--- src/rtl/regfile_sequencer.sv ---
// Bulk LOAD/DUMP engine driving the 32x32 register file write port
// and one combinational read port from valid/ready streams.
module regfile_sequencer #(
  parameter int DATA_W = 32,
  parameter int ADDR_W = 5
) (
  input  logic              clk,
  input  logic              rst,
  input  logic              cmd_valid,
  output logic              cmd_ready,
  input  logic              cmd_dump,
  input  logic [ADDR_W-1:0] cmd_base,
  input  logic [ADDR_W-1:0] cmd_count,
  input  logic              in_valid,
  output logic              in_ready,
  input  logic [DATA_W-1:0] in_data,
  output logic              out_valid,
  input  logic              out_ready,
  output logic [DATA_W-1:0] out_data,
  output logic [ADDR_W-1:0] out_addr,
  output logic              rf_write_en,
  output logic [ADDR_W-1:0] rf_write_addr,
  output logic [DATA_W-1:0] rf_write_data,
  output logic [ADDR_W-1:0] rf_read_addr,
  input  logic [DATA_W-1:0] rf_read_data,
  output logic              busy,
  output logic              done
);

  typedef enum logic [2:0] {
    S_IDLE,
    S_LOAD,
    S_DUMP,
    S_DRAIN,
    S_DONE
  } state_e;

  state_e            state_q, state_d;
  logic [ADDR_W-1:0] ptr_q, ptr_d;
  logic [ADDR_W-1:0] rem_q, rem_d;
  logic              ov_q, ov_d;
  logic [DATA_W-1:0] od_q, od_d;
  logic [ADDR_W-1:0] oa_q, oa_d;

  logic cmd_acc;
  logic load_acc;
  logic out_load;
  logic drain_ack;
  logic last;

  assign cmd_acc   = (state_q == S_IDLE) & cmd_valid;
  assign load_acc  = (state_q == S_LOAD) & in_valid;
  // Output register refills when empty or when its word is taken.
  assign out_load  = (state_q == S_DUMP) & (~ov_q | out_ready);
  assign drain_ack = (state_q == S_DRAIN) & out_ready;
  assign last      = (rem_q == '0);

  always_ff @(posedge clk or negedge rst) begin
    if (!rst) begin
      state_q <= S_IDLE;
      ptr_q   <= '0;
      rem_q   <= '0;
      ov_q    <= 1'b0;
      od_q    <= '0;
      oa_q    <= '0;
    end else begin
      state_q <= state_d;
      ptr_q   <= ptr_d;
      rem_q   <= rem_d;
      ov_q    <= ov_d;
      od_q    <= od_d;
      oa_q    <= oa_d;
    end
  end

  always_comb begin
    state_d = state_q;
    unique case (state_q)
      S_IDLE: begin
        if (cmd_valid) begin
          state_d = cmd_dump ? S_DUMP : S_LOAD;
        end
      end
      S_LOAD: begin
        if (in_valid && last) begin
          state_d = S_DONE;
        end
      end
      S_DUMP: begin
        if (out_load && last) begin
          state_d = S_DRAIN;
        end
      end
      S_DRAIN: begin
        if (out_ready) begin
          state_d = S_DONE;
        end
      end
      S_DONE:  state_d = S_IDLE;
      default: state_d = S_IDLE;
    endcase
  end

  always_comb begin
    ptr_d = ptr_q;
    rem_d = rem_q;
    ov_d  = ov_q;
    od_d  = od_q;
    oa_d  = oa_q;
    if (cmd_acc) begin
      ptr_d = cmd_base;
      rem_d = cmd_count;
    end
    // Pointer wraps naturally at the address width.
    if (load_acc || out_load) begin
      ptr_d = ptr_q + ADDR_W'(1);
      if (!last) begin
        rem_d = rem_q - ADDR_W'(1);
      end
    end
    if (out_load) begin
      ov_d = 1'b1;
      od_d = rf_read_data;
      oa_d = ptr_q;
    end
    if (drain_ack) begin
      ov_d = 1'b0;
    end
  end

  always_comb begin
    cmd_ready     = (state_q == S_IDLE);
    in_ready      = (state_q == S_LOAD);
    busy          = (state_q != S_IDLE);
    done          = (state_q == S_DONE);
    rf_write_en   = load_acc;
    rf_write_addr = ptr_q;
    rf_write_data = in_data;
    rf_read_addr  = ptr_q;
    out_valid     = ov_q;
    out_data      = od_q;
    out_addr      = oa_q;
  end

endmodule

--- config.mk ---
export PLATFORM = sky130hd
export DESIGN_NAME = regfile_sequencer
export DESIGN_NICKNAME = d
export VERILOG_FILES = /design/src/rtl/regfile_sequencer.sv
export SDC_FILE = /design/constraint.sdc
export NUM_CORES = 1
export LEC_CHECK = 0
export ABC_AREA = 1
export BUFFER_PORTS_ARGS = -buffer_cell sky130_fd_sc_hd__buf_2
export CORE_MARGIN = 8
export CORE_UTILIZATION = 39
export CTS_CLUSTER_DIAMETER = 50
export DETAILED_ROUTE_END_ITERATION = 10
export PLACE_DENSITY = 0.83
export REMOVE_ABC_BUFFERS = 1
export SLEW_MARGIN = 10
export SYNTH_ARGS = -nofsm -noshare
export SYNTH_HDL_FRONTEND = slang
export SYNTH_SLANG_ARGS = --single-unit
--- constraint.sdc ---
create_clock -name clk -period 1.4 [get_ports clk]
set_clock_uncertainty 0.05 [all_clocks]
set_input_delay 0.21 -clock clk [delete_from_list [all_inputs] [get_ports clk]]
set_output_delay 0.21 -clock clk [all_outputs]
set_load 0.01 [all_outputs]
# == Word-level counts from Yosys, hierarchy flattened ==
# Index checks and enable logic that the tools add are counted.
# word_totals
ff_bits,51
inputBits,80
out_inout_bits,85
wordCells,44
# classes
addsub,2
n_eq_ne,8
muxes,13
bitwise,6
reduce_logical,9
# op_table
operator,count
5-bit two-way mux,5
3-bit two-way mux,4
3-bit case mux with 4 select lines,1
"3-bit by 2-bit equality test with 1-bit output, second input constant",2
"5-bit by 1-bit adder with 5-bit output, second input constant",1
5-bit zero test,1
"5-bit by 1-bit subtractor with 5-bit output, second input constant",1
1-bit AND,4
"2-bit by 1-bit != test with 1-bit output, second input constant",2
"2-bit != test, second input constant",2
4-bit AND reduction,1
2-bit nonzero test,2
"3-bit by 1-bit equality test with 1-bit output, second input constant",1
"3-bit equality test, second input constant",1
3-bit zero test,1
3-bit nonzero test,1
1-bit logical AND,2
1-bit two-way mux,2
2-bit two-way mux,1
1-bit logical OR,1
1-bit NOT,1
1-bit bitwise OR,1

# == Longest topological paths before layout ==
# Gate-level depths: netlist of run 1.
# logic_depth
depth_word,6
mapped_depth,9
ltp_nobuf,9

# == Least setup slack after synthesis of run 1 ==
# OpenSTA, ideal clock, no wires.
# synth_timing
path_type,register to register
startpoint,register state_q[2]
endpoint,register ptr_q[3] (netlist: rf_read_addr[3])
setup_time_ps,120
arrival_ps,1185
path_slack_ps,44
path_stages_with_launch,10
synth_period_minus_slack_ps,1356
path_cell_list,dfrtp_1 > inv_1 > nand2_2 > nor2_2 > nand2_2 > nand2_4 > buf_6 > nand2_1 > o21ai_1 > nand2_1
# synth_via
elab_chain_cells,4
elab_cells_between_ends,9
# synth_rtl
element,line,source
start: declaration,38,"state_e state_q, state_d;"
start signal: assignment,67,state_q <= state_d;
3-bit by 1-bit equality test with 1-bit output (*),-,
via in_ready,15,"output logic in_ready,"
1-bit AND (*),52,assign load_acc = (state_q == S_LOAD) & in_valid;
1-bit logical OR (*),115,if (load_acc || out_load) begin
5-bit two-way mux / 2-bit nonzero test (equally long branches),-,
end signal: assignment,68,ptr_q <= ptr_d;
end: declaration,39,"logic [ADDR_W-1:0] ptr_q, ptr_d;"
# Mark *: on every way through the listed nets, which the timed path passes. The rest lies on a longest branch.
# A chain may end at the register's enable or synchronous reset.

# == Worst setup path after layout of run 1 ==
# layout_timing
startpoint,register state_q[2]
endpoint,output port rf_write_en
# layout_via
elab_chain_cells,2
# layout_rtl
element,line,source
3-bit by 1-bit equality test with 1-bit output,52,
1-bit AND,52,
end: declaration,21,"output logic rf_write_en,"
# No other way between the ends.

==> flow_results.org, run 1 <==
** Power
- Leak Pwr :: 1.91 nW
- IR analysis of the VDD net gives a maximum drop of 1.32 mV.
- Pwr dens :: 2380 mW/mm^2
- The design draws 0.00797 W.

** Clock network
- Clock tree from TritonCTS :: done
- Clock-pin slew was measured on the worst setup and hold paths at 0.09 ns.
- The H-tree was split into 2 levels.
- In this run, CTS created clock tree buffers numbering 5.
- The root buffer cell chosen for the clock tree is sky130_fd_sc_hd__clkbuf_8.
- Counting along the longest clock path gives a buffer depth of 2.
- Clock sink count :: 51
- Clock insertion delay at the later pin of the skew report :: 0.29 ns

** Die
- The floorplan step defined a die boundary enclosing 0.00966 mm^2.
- The floorplan step set the die height to 98.3 um.
- Measured along the x axis, the die boundary spans 98.3 um.
- Number of placement rows :: 30
- The total area inside the core boundary comes to 0.00668 mm^2.
- The initial utilization of the core area, before any placement, comes to 39.5%.
- 165 I/O pins were placed.

** Status
- Outcome :: finished, violations left
- Violated checks :: setup timing

** Placement
- DP Wirelength :: 5.98 mm
- Routability-driven placement congestion ratio :: 0.860
- Number of placed instances, taps included :: 474
- In this run the tool buffered the top-level ports with 100 buffer cells.
- Placed instance area :: 0.00297 mm^2
- Placement Setup Slack :: -0.0912 ns

** Setup path
- STA classifies the critical path startpoint as a flop.
- The critical path in this run is classified as reg -> out.
- The startpoint identified for the worst register-to-register timing path is state_q[0].
- Tracing the worst setup path back leads to its startpoint at state_q[2].
- Reg2reg path depth :: 9
- Worst EP arrival :: 1.25 ns
- Required @ worst endpoint :: 1.14 ns
- For flop-to-flop paths, the worst setup slack is -0.08 ns.
- STA classifies the critical path endpoint as a primary output.
- Max FO, Critical Path :: 3
- FF-to-FF End :: rem_q[0]
- The most critical setup path has its endpoint at rf_write_en.

** Yosys
- Most used flip-flop cell after synthesis :: sky130_fd_sc_hd__dfrtp_1
- Synthesis inferred 51 register bits.
- The Yosys step of the flow raised 0 warnings.
- Per-instance average area after synthesis :: 8.03 um^2
- Cell area after synthesis :: 0.00264 mm^2
- Count of flip-flops with a built-in enable after synthesis :: 0
- Sorting the synthesized cells by how often they occur yields 155 x sky130_fd_sc_hd__nand2_1, 51 x sky130_fd_sc_hd__dfrtp_1, 38 x sky130_fd_sc_hd__buf_4.
- Ranked by total cell area, the synthesized netlist is headed by sky130_fd_sc_hd__dfrtp_1 48%, sky130_fd_sc_hd__nand2_1 22%, sky130_fd_sc_hd__buf_4 11%, sky130_fd_sc_hd__inv_1 3.3%, sky130_fd_sc_hd__buf_6 3.0%.
- Sequential share of the synthesized area :: 48.3%
- In this run, distinct cell masters in the synthesized netlist total 23.
- In the synthesized netlist, the number of instances is 329.
- Fraction of registers with async set/reset :: 100%
- Post-synth top area cell :: sky130_fd_sc_hd__dfrtp_1
- Area share of the largest cell type after synthesis :: 48.3%
- Most numerous cell in the Yosys netlist :: sky130_fd_sc_hd__nand2_1

** Detailed routing
- In the routed design, unresolved DRC markers number 0.
- Via-to-Cell Ratio :: 4.75
- Remaining antenna violation count after routing :: 0
- Pre-Repair DR Iteration Count :: 4
- In this run, the number of DRC markers left after iteration 0 of detailed routing was 95.
- Aggregate routed wire length :: 8.10 mm
- DR WL/cell :: 16.5 um
- Via Count :: 2327

** Final layout
- The finished cells cover 0.00335 mm^2.
- Proportion of layout cells with a drive suffix above 1 :: 40.5%
- After filler insertion, the fill cell instance count of the layout stands at 633.
- The number of antenna diodes in the final layout is 0.
- Layout overhead on the synthesized area :: 27.0%
- Number of nets in the layout :: 492
- The finished layout holds 490 standard cells, fillers aside.

** Timing
- The number of hold-slack violations in the final timing report came to 0.
- For this run, the top clock speed supported by timing is 662 MHz.
- Crit path setup slack, layout :: -0.111 ns
- Tightest Pin Transition :: 0.294 ns
- The number of pins with negative max-slew slack in the final report came to 0.
- Share of the cycle needed by the critical path after routing :: 108%
- In this run the tightest slew margin relative to its limit is 80.2%.
- Adding up every negative setup slack in the final design gives -2.23 ns.
- Time the final worst path needs with I/O delays and setup :: 1.51 ns
- Setup violators final :: 55
- RSZ-0062 raised after global routing :: true

** GRT
- Number of antenna violations at the first check in global routing :: 0
- Global routing used 16.3% of the available tracks.
- Entering global routing, the biggest net connects 52 pins.
- Total gr overflow :: 0
- The via count of the first global-routing pass was 2371.
- The first global-routing pass estimated 12.5 mm of wire.

** Flow run
- Across the run, the number of max-cap violations was 0.

** Worst hold path
- Type of the most critical hold path :: in -> reg
==> sequential cells by signal, indices dropped and copies added (netlist names) <==
| signal | cells |
|---|---|
| out_data | 32 |
| out_valid | 1 |
| rem_q | 5 |
| out_addr | 5 |
| rf_read_addr | 5 |
| state_q | 3 |
==> worst max-delay path, stage by stage, from the launching register on <==
cell,delay (ns)
sky130_fd_sc_hd__dfrtp_1,0.44
sky130_fd_sc_hd__inv_2,0.12
sky130_fd_sc_hd__nand2_4,0.06
sky130_fd_sc_hd__nor2_4,0.13
sky130_fd_sc_hd__nand2_4,0.06
sky130_fd_sc_hd__inv_2,0.05
sky130_fd_sc_hd__buf_6,0.09
==> cell families (layout without fill, tap and decap cells) <==
kind of cell,Yosys count,count (layout),share of synthesized area (%)
flip-flops,51,51,48.3
adder cells (fa/ha/maj),2,2,0.947
buffers and inverters,71,151,17.6
AO/OA/AOI/OAI,16,16,3.13
AND/OR/NAND/NOR,184,185,28.3
XOR/XNOR,5,5,1.66
==> area by class of cell <==
class / instances / area, um^2 / area share, %
Inverter: 25 / 109 / 3.25
Clock inverter: 1 / 30.0 / 0.896
Sequential cell: 51 / 1280 / 38.1
Multi-Input combinational cell: 208 / 1050 / 31.3
Clock buffer: 6 / 72.6 / 2.16
Tap cell: 80 / 100 / 2.99
Timing Repair Buffer: 119 / 716 / 21.3
==> stage by stage <==
step           hold slack, ns  util [%]
2_1_floorplan          -0.136         -
3_3_place_gp            0.171      44.4
3_5_place_dp            0.183      44.4
4_1_cts                0.0442      47.9
5_1_grt                0.0432      50.2
6_report               0.0595      50.2
==> routing by layer <==
| metal | wire, um | GRT usage (%) | share of wire [%] | vias up |
|---|---|---|---|---|
| li1 | - | - | - | 1127 |
| met1 | 3470 | 20.2 | 43 | 1076 |
| met2 | 3480 | 23.5 | 43 | 114 |
| met3 | 1080 | 10.3 | 13 | 10 |
| met4 | 78 | 2.48 | 0.96 | 0 |
| met5 | 0 | 2.73 | 0 | - |
==> where the power goes <==
part / internal, W / switching [W]
clock network: 0.000525 / 0.000460
registers: 0.00218 / 0.000454
logic: 0.00184 / 0.00251
total: 0.00455 / 0.00342
==> how the worst min path moves through the flow <==
| stage | endpoint | startpoint | slack (ns) | cells past startpoint |
|---|---|---|---|---|
| 2_1_floorplan | out_addr[0] | rst | -0.14 | 0 |
| 3_3_place_gp | out_data[24] | rst | 0.17 | 2 |
| 3_5_place_dp | out_data[21] | rst | 0.18 | 2 |
| 4_1_cts | out_data[14] | rf_read_data[14] | 0.04 | 3 |
| 5_1_grt | out_data[2] | rf_read_data[2] | 0.04 | 3 |
| 6_report | out_data[25] | rf_read_data[25] | 0.06 | 3 |
==> timing repair <==
| action | 4_1_cts | 5_1_grt |
|---|---|---|
| setup endpoints to repair | 51 | 55 |
| endpoints found under the hold margin | 51 | 0 |
| hold buffers | 1 | 0 |
| buffers inserted | 5 | 2 |
| resized for setup | 22 | 38 |
| pin swaps | 4 | 15 |
| cloned | 0 | 1 |
==> layout by cell type, fill, tap and decap left out, types with 5 or more instances in the layout <==
| master | count |
|---|---|
| sky130_fd_sc_hd__o21ai_2 | 5 |
| sky130_fd_sc_hd__clkbuf_8 | 5 |
| sky130_fd_sc_hd__dfrtp_1 | 50 |
| sky130_fd_sc_hd__nand2_1 | 143 |
| sky130_fd_sc_hd__inv_2 | 7 |
| sky130_fd_sc_hd__inv_1 | 16 |
| sky130_fd_sc_hd__nand2_2 | 12 |
| sky130_fd_sc_hd__o21ai_0 | 5 |
| sky130_fd_sc_hd__buf_4 | 10 |
| sky130_fd_sc_hd__buf_6 | 8 |
| sky130_fd_sc_hd__buf_2 | 97 |
No activity file was read; power rests on OpenSTA's default activity.
==> run 2, diff against run 1 <==
--- a/config.mk
+++ b/config.mk
@@ -8,10 +8,10 @@
 export ABC_AREA = 1
 export BUFFER_PORTS_ARGS = -buffer_cell sky130_fd_sc_hd__buf_2
 export CORE_MARGIN = 8
-export CORE_UTILIZATION = 39
+export CORE_UTILIZATION = 45
 export CTS_CLUSTER_DIAMETER = 50
 export DETAILED_ROUTE_END_ITERATION = 10
-export PLACE_DENSITY = 0.83
+export PLACE_DENSITY = 0.84
 export REMOVE_ABC_BUFFERS = 1
 export SLEW_MARGIN = 10
 export SYNTH_ARGS = -nofsm -noshare
==> constraint.sdc (replaced) <==
create_clock -name clk -period 1.85 [get_ports clk]
set_clock_uncertainty 0.05 [all_clocks]
set_input_delay 0.2775 -clock clk [delete_from_list [all_inputs] [get_ports clk]]
set_output_delay 0.2775 -clock clk [all_outputs]
set_load 0.01 [all_outputs]
==> flow_results.org, run 2 (same netlist as run 1, synthesis figures left out) <==
** Setup path
- Traced cell by cell, the critical path runs through inv_1 -> nand2_2 -> nor2_2 -> nand2_2 -> inv_1 -> buf_2.
- The data required time of the critical path is 1.52 ns (+0.38 ns).
- Crit. End Element :: primary output
- The maximum fanout encountered on the critical timing path came to 4 (+1).
- CP peak stage delay :: 0.42 ns (-0.02 ns)
- The data arrival time of the critical path is 1.40 ns (+0.15 ns).
- The largest individual stage delay along the critical path comes from the cell sky130_fd_sc_hd__dfrtp_1.
- The critical path is of the reg -> out type.
- Startpoint kind of the worst setup timing path :: flop

** Clock network
- Clock tree from TritonCTS :: done
- Number of H-tree levels :: 2 (unchanged)
- Number of buffers added to fix hold violations after cts :: 0 (-1)
- Total CTS buffers :: 5 (unchanged)
- The TritonCTS sink count is 51 (unchanged).
- The clock network latency to the later pin of the worst-skew pair was 0.29 ns (about the same).
- The buffer levels on the longest clock path came to 2 (unchanged).
- Clock transition at the registers of the reported paths :: 0.09 ns (about the same)
- The post-CTS setup repair buffer count came to 0 (-5).
- In this run the clock root is driven by a sky130_fd_sc_hd__clkbuf_8.
- Post-cts repair resize count :: 0 (-100%)

** Detailed routing
- The post-route met1 wirelength was 3.42 mm (-1.5%).
- The first-iteration detailed-routing DRC count came to 76 (-20%).
- Highest routed layer :: met5
- The detailed-route wire length per cell was 16.6 um (+0.17%).
- The detailed-route DRC error count is 0 (unchanged).
- Sum of met3 wire segment lengths after detailed routing :: 1.23 mm (+14%)
- The number of search-and-repair iterations in the first detailed-routing pass is 4 (unchanged).
- Via Count :: 2260 (-2.9%)
- The sum of met2 wire segment lengths after detailed routing is 3.00 mm (-14%).
- Remaining antenna violation count after routing :: 0 (unchanged)
- The total wire length is 7.77 mm (-4.1%).
- Via-to-Cell Ratio :: 4.82 (+1.5%)

** Placement
- Number of placed instances, taps included :: 461 (-2.7%)
- The HPWL after detailed placement came to 5.93 mm (-0.83%).
- The pre-CTS setup slack is 0.225 ns (+0.316 ns).
- The number of port buffers was 100 (unchanged).
- Routability-driven placement congestion ratio :: 0.813 (-5.5%)

** Final layout
- Layout overhead on the synthesized area :: 12.6%
- The count of inserted antenna diode cells was 0 (unchanged).
- Number of standard cells in the layout, taps in and fillers out :: 469 (-4.3%)
- The flip-flop count of the largest register after layout came to 32 (unchanged).
- Most frequent standard cell in the layout excluding fill and tap cells :: sky130_fd_sc_hd__nand2_1
- The area of combinational cells with multiple inputs came to 900 um^2 (-14%).
- Area occupied by registers :: 0.00128 mm^2 (about the same)
- Proportion of layout cells with a drive suffix above 1 :: 30.7% (-9.8 points)
- The final core utilization is 51.5% (+1.3 points).
- Leaving out fill and tap cells, the most frequent cells in the layout are 155 x sky130_fd_sc_hd__nand2_1, 100 x sky130_fd_sc_hd__buf_2, 51 x sky130_fd_sc_hd__dfrtp_1.
- The final-layout fill cell count came to 561 (-11%).
- The number of nets in the final layout came to 475 (-3.5%).

** GRT
- The via count of the first global-routing pass is 2245 (-5.3%).
- Global-route wire length before repair :: 11.9 mm (-4.8%)
- Number of antenna violations at the first check in global routing :: 0 (unchanged)
- The global-route congestion overflow total is 0 (unchanged).
- The global routing usage summed across all routing layers was 17.7% (+1.3 points).
- Maximum number of pins on one net before global-route repair :: 52 (unchanged)

** Timing
- Slew HR :: 55.9% (-24 points)
- The sum of negative setup slack is 0 ns (+2.23 ns).
- Tightest Pin Transition :: 0.662 ns (+0.368 ns)
- Time the final worst path needs with I/O delays and setup :: 1.73 ns
- The worst path uses 93.4% of the clock period.
- Number of hold violations in the final report :: 0 (unchanged)
- The post-layout worst setup margin came to 0.121 ns (+0.232 ns).
- Maximum frequency from static timing analysis :: 578 MHz
- The number of setup violations in the final report is 0 (-100%).
- Slew Viols, Final :: 0 (unchanged)
- Setup repair after global routing left no endpoint under its margin.

** Flow run
- Max_cap viols :: 0 (unchanged)

** Power
- Worst-case vdd ir drop :: 0.725 mV (-45%)
- Cell-internal power :: 0.00289 W (-37%)
- The share of total power in sequential cells was 39.3% (+6.2 points).
- The static leakage is 1.76 nW (-7.8%).
- Combinational cell fraction of total power :: 48.7% (-5.9 points)
- Part of the power in the clock network :: 12.0% (-0.3 points)
- The power spent charging and discharging nets came to 0.00230 W (-33%).
- The overall power of the completed layout is 0.00519 W (-35%).
- The power per standard cell area is 1740 mW/mm^2 (-27%).
- The switching share of power came to 44.3% (+1.4 points).

** Die
- The overall die width was 92.6 um (-5.8%).
- Die Area :: 0.00858 mm^2 (-11%)
- CORE AREA :: 0.00578 mm^2 (-13%)
- Floorplan die height :: 92.6 um (-5.8%)
- Number of placement rows :: 28 (-6.7%)
- The number of I/O pins is 165 (unchanged).
- The initial core utilization came to 45.7% (+6.2 points).

** Worst hold path
- Type of the most critical hold path :: in -> async

** Status
- Outcome :: complete, no violations
-- run 2: area by class of cell --
| class | instances | share of cell area [%] |
|---|---|---|
| sequential | 51 | 42.9 |
| multi-input combinational | 207 | 30.2 |
| timing repair buffer | 103 | 17.6 |
| inverter | 25 | 3.24 |
| tap | 75 | 3.16 |
| clock buffer | 6 | 2.44 |
| clock inverter | 2 | 0.421 |
-- run 2: power groups by stage --
stage | Clock, W | Sequential, W | Combinational [W]
finish | 0.000622 | 0.00204 | 0.00253
global route | 0.000685 | 0.00210 | 0.00285
CTS | 0.000653 | 0.00203 | 0.00256
detailed placement | 0 | 0.00205 | 0.00255
global placement | 0 | 0.00203 | 0.00247
floorplan | 0 | 0.00225 | 0.00133
-- run 2: path summary, 6_finish.rpt --
check / startpoint / endpoint / slack [ns] / depth (start not counted)
worst max-delay path: state_q[2] / rf_write_en / 0.12 / 6
worst min-delay path: rst / state_q[0] / 0.02 / 2
worst max register to register: state_q[2] / out_data[2] / 0.22 / 7
worst min register to register: rem_q[0] / rem_q[0] / 0.43 / 1
max in group asynchronous: rst / out_data[26] / 1.27 / 2
min in group clk: rf_read_data[12] / out_data[12] / 0.12 / 3
-- run 2: routing by layer --
metal / vias up / GRT usage (%)
met5: - / 7.14
met4: 2 / 3.62
met3: 10 / 13.3
met2: 129 / 22.9
met1: 1033 / 22.0
li1: 1086 / -
-- run 2: per-stage QoR --
| step | hold WS (ns) | area (um^2) |
|---|---|---|
| global route | 0.0772 | 2970 |
| floorplan | -0.0681 | 2270 |
| global placement | 0.380 | 2890 |
| finish | 0.0199 | 2970 |
| CTS | 0.0563 | 2970 |
| detailed placement | 0.388 | 2890 |
-- run 2: critical path: cells and delay by family (launching register included) --
family	cells	cell delay (ns)
buffers and inverters	3	0.31
DFF	1	0.42
and+or+nand+nor	3	0.37
==> run 3, diff against run 2 <==
--- a/config.mk
+++ b/config.mk
@@ -12,6 +12,7 @@
 export CTS_CLUSTER_DIAMETER = 50
 export DETAILED_ROUTE_END_ITERATION = 10
 export PLACE_DENSITY = 0.84
+export RECOVER_POWER = 50
 export REMOVE_ABC_BUFFERS = 1
 export SLEW_MARGIN = 10
 export SYNTH_ARGS = -nofsm -noshare
==> flow_results.org, run 3 (same netlist as run 1, synthesis figures left out) <==
** Clock network
- Clock root buffer master :: sky130_fd_sc_hd__clkbuf_8
- The post-CTS setup repair buffer count is 0 (unchanged).
- Clock tree from TritonCTS :: done
- Post-cts repair resize count :: 0 (unchanged)
- The buffer levels on the longest clock path is 2 (unchanged).
- Clock transition at the registers of the reported paths :: 0.09 ns (about the same)
- Clock sink count :: 51 (unchanged)
- Number of H-tree levels :: 2 (unchanged)
- Clock insertion delay at the later pin of the skew report :: 0.29 ns (about the same)
- Total CTS buffers :: 5 (unchanged)
- Number of buffers added to fix hold violations after cts :: 0 (unchanged)

** Setup path
- Grouping stages by cell kind, the critical path spends the most delay in flip-flops.
- The critical path starts at state_q[2].
- Crit path depth :: 6 (unchanged)
- The number of buffer and inverter instances along the worst setup path was 3 (unchanged).
- The critical path in this run is classified as reg -> out.
- The data arrival time of the critical path is 1.40 ns (about the same).
- The most critical setup path has its endpoint at rf_write_en.
- The number of cells on the worst reg-to-reg path was 7 (unchanged).
- In this run the critical register-to-register path is launched from state_q[2].
- Max FO, Critical Path :: 4 (unchanged)
- The worst setup path is captured at a primary output.
- FF-to-FF End :: out_data[2]
- Startpoint kind of the worst setup timing path :: flop
- Reg-to-reg slack, setup :: 0.22 ns (about the same)
- Walking the worst path, the cells encountered are inv_1 -> nand2_2 -> nor2_2 -> nand2_2 -> inv_1 -> buf_2.
- The largest individual stage delay along the critical path comes from the cell sky130_fd_sc_hd__dfrtp_1.
- The data required time of the critical path was 1.52 ns (about the same).
- The biggest cell delay along the critical path was 0.42 ns (about the same).

** Placement
- The placed standard-cell area came to 0.00289 mm^2 (unchanged).
- The HPWL after detailed placement was 5.93 mm (unchanged).
- Number of I/O port buffers :: 100 (unchanged)
- Routability-driven placement congestion ratio :: 0.813 (unchanged)

** Detailed routing
- Pre-Repair DR Iteration Count :: 4 (unchanged)
- Via-to-Cell Ratio :: 4.83 (+0.27%)
- Remaining antenna violation count after routing :: 0 (unchanged)
- DR WL/cell :: 16.6 um (+0.26%)
- Count of unresolved DRC violations after routing :: 0 (unchanged)
- Number of violations reported at the end of detailed-routing iteration 0 :: 79 (+3.9%)
- Via Count :: 2266 (+0.27%)
- The total wire length came to 7.79 mm (+0.26%).

** Die
- The die area is 0.00858 mm^2 (unchanged).
- Floorplan die height :: 92.6 um (unchanged)
- The overall die width came to 92.6 um (unchanged).
- The placement row count was 28 (unchanged).
- The initial core utilization is 45.7% (unchanged).
- The placeable core region is 0.00578 mm^2 (unchanged).
- I/O pin count :: 165 (unchanged)

** Final layout
- Max reg flops :: 32 (unchanged)
- Most frequent standard cell in the layout excluding fill and tap cells :: sky130_fd_sc_hd__nand2_1
- The top cell types in the final layout, fill and taps aside, are 155 x sky130_fd_sc_hd__nand2_1, 90 x sky130_fd_sc_hd__buf_2, 51 x sky130_fd_sc_hd__dfrtp_1.
- Area occupied by registers :: 0.00128 mm^2 (unchanged)
- The number of nets in the final layout is 475 (unchanged).
- The cell area after layout came to 0.00296 mm^2 (-0.50%).
- The fraction of final layout cells with drive strength greater than 1 came to 28.2% (-2.5 points).
- The area of combinational cells with multiple inputs is 900 um^2 (unchanged).
- Relative to the synthesized area, the layout overhead comes to 12.0%.
- The final-layout fill cell count is 569 (+1.4%).
- The final core utilization was 51.2% (-0.26 points).
- The count of inserted antenna diode cells was 0 (unchanged).

** GRT
- Tot GR Track Use :: 17.7% (unchanged)
- The global-route congestion overflow total is 0 (unchanged).
- Via count of the first global-routing pass :: 2245 (unchanged)
- Met2 usage in global routing :: 22.9% (unchanged)
- The initial antenna violation count is 0 (unchanged).
- The pin count of the biggest net entering global routing was 52 (unchanged).
- Global-route wire length before repair :: 11.9 mm (unchanged)
- The met3 global-route usage is 13.3% (unchanged).
- In this run the most used layer during global routing was met2.
- The met1 demand-to-capacity share in global routing came to 22.0% (unchanged).

** Status
- Outcome :: complete, no violations

** Worst hold path
- Type of the most critical hold path :: in -> reg
- Hold Path Stages :: 3

** Timing
- The headroom to the max-slew limit is 14.4% (-41 points).
- The number of setup violations in the final report was 0 (unchanged).
- The number of hold-slack violations in the final timing report is 0 (unchanged).
- Final hold slack :: 0.116 ns (+0.0964 ns)
- RSZ-0062 raised after global routing :: false
- Setup_tns :: 0 ns (unchanged)
- Tightest Pin Transition :: 1.28 ns (+0.622 ns)
- The clock period minus final worst setup slack came to 1.73 ns (-0.000309 ns).
- Slew Viols, Final :: 0 (unchanged)
- Maximum frequency from static timing analysis :: 579 MHz (about the same)
- Share of the cycle needed by the critical path after routing :: 93.4% (about the same)

** Flow run
- Max_cap viols :: 0 (unchanged)

** Power
- Leak Pwr :: 1.72 nW (-1.9%)
- Worst-case vdd ir drop :: 0.725 mV (about the same)
- Pwr dens :: 1750 mW/mm^2 (about the same)
[run 3: how the worst min path moves through the flow]
| stage | from | endpoint | slack [ns] |
|---|---|---|---|
| 4_1_cts | rst | out_data[14] | 0.06 |
| 2_1_floorplan | rst | out_addr[0] | -0.07 |
| 6_report | rf_read_data[12] | out_data[12] | 0.12 |
| 3_5_place_dp | rst | state_q[0] | 0.39 |
| 3_3_place_gp | rst | rem_q[1] | 0.38 |
| 5_1_grt | rf_read_data[12] | out_data[12] | 0.10 |
[run 3: cell type report]
type                       count  share of cell area (%)
clock buffer                   6                    2.45
multi-input combinational    207                    30.4
sequential                    51                    43.1
inverter                      25                    3.26
tap                           75                    3.17
clock inverter                 2                   0.423
timing repair buffer         103                    17.2
[run 3: power by group]
part | total (W) | internal, W | switching (W)
clock network | 0.000623 | 0.000265 | 0.000358
logic | 0.00250 | 0.000946 | 0.00155
registers | 0.00205 | 0.00165 | 0.000395
total | 0.00516 | 0.00286 | 0.00230
[run 3: layer usage]
metal / routed length, um / vias to the layer above
met5: 46 / -
met2: 2980 / 132
met3: 1240 / 10
li1: - / 1086
met1: 3440 / 1036
met4: 74 / 2
[run 3: stage by stage]
step,cells,setup WS [ns],power (W)
finish,469,0.122,0.00516
CTS,469,0.120,0.00525
global route,469,0.0391,0.00562
floorplan,283,0.334,0.00357
detailed placement,461,0.225,0.00460
global placement,461,0.333,0.00450
[run 3: worst register-to-register path: cells and delay by family, from the launching register on]
family	cells	cell delay, ns
AND/OR/NAND/NOR	5	0.67
buffers and inverters	2	0.44
flip-flops	1	0.42
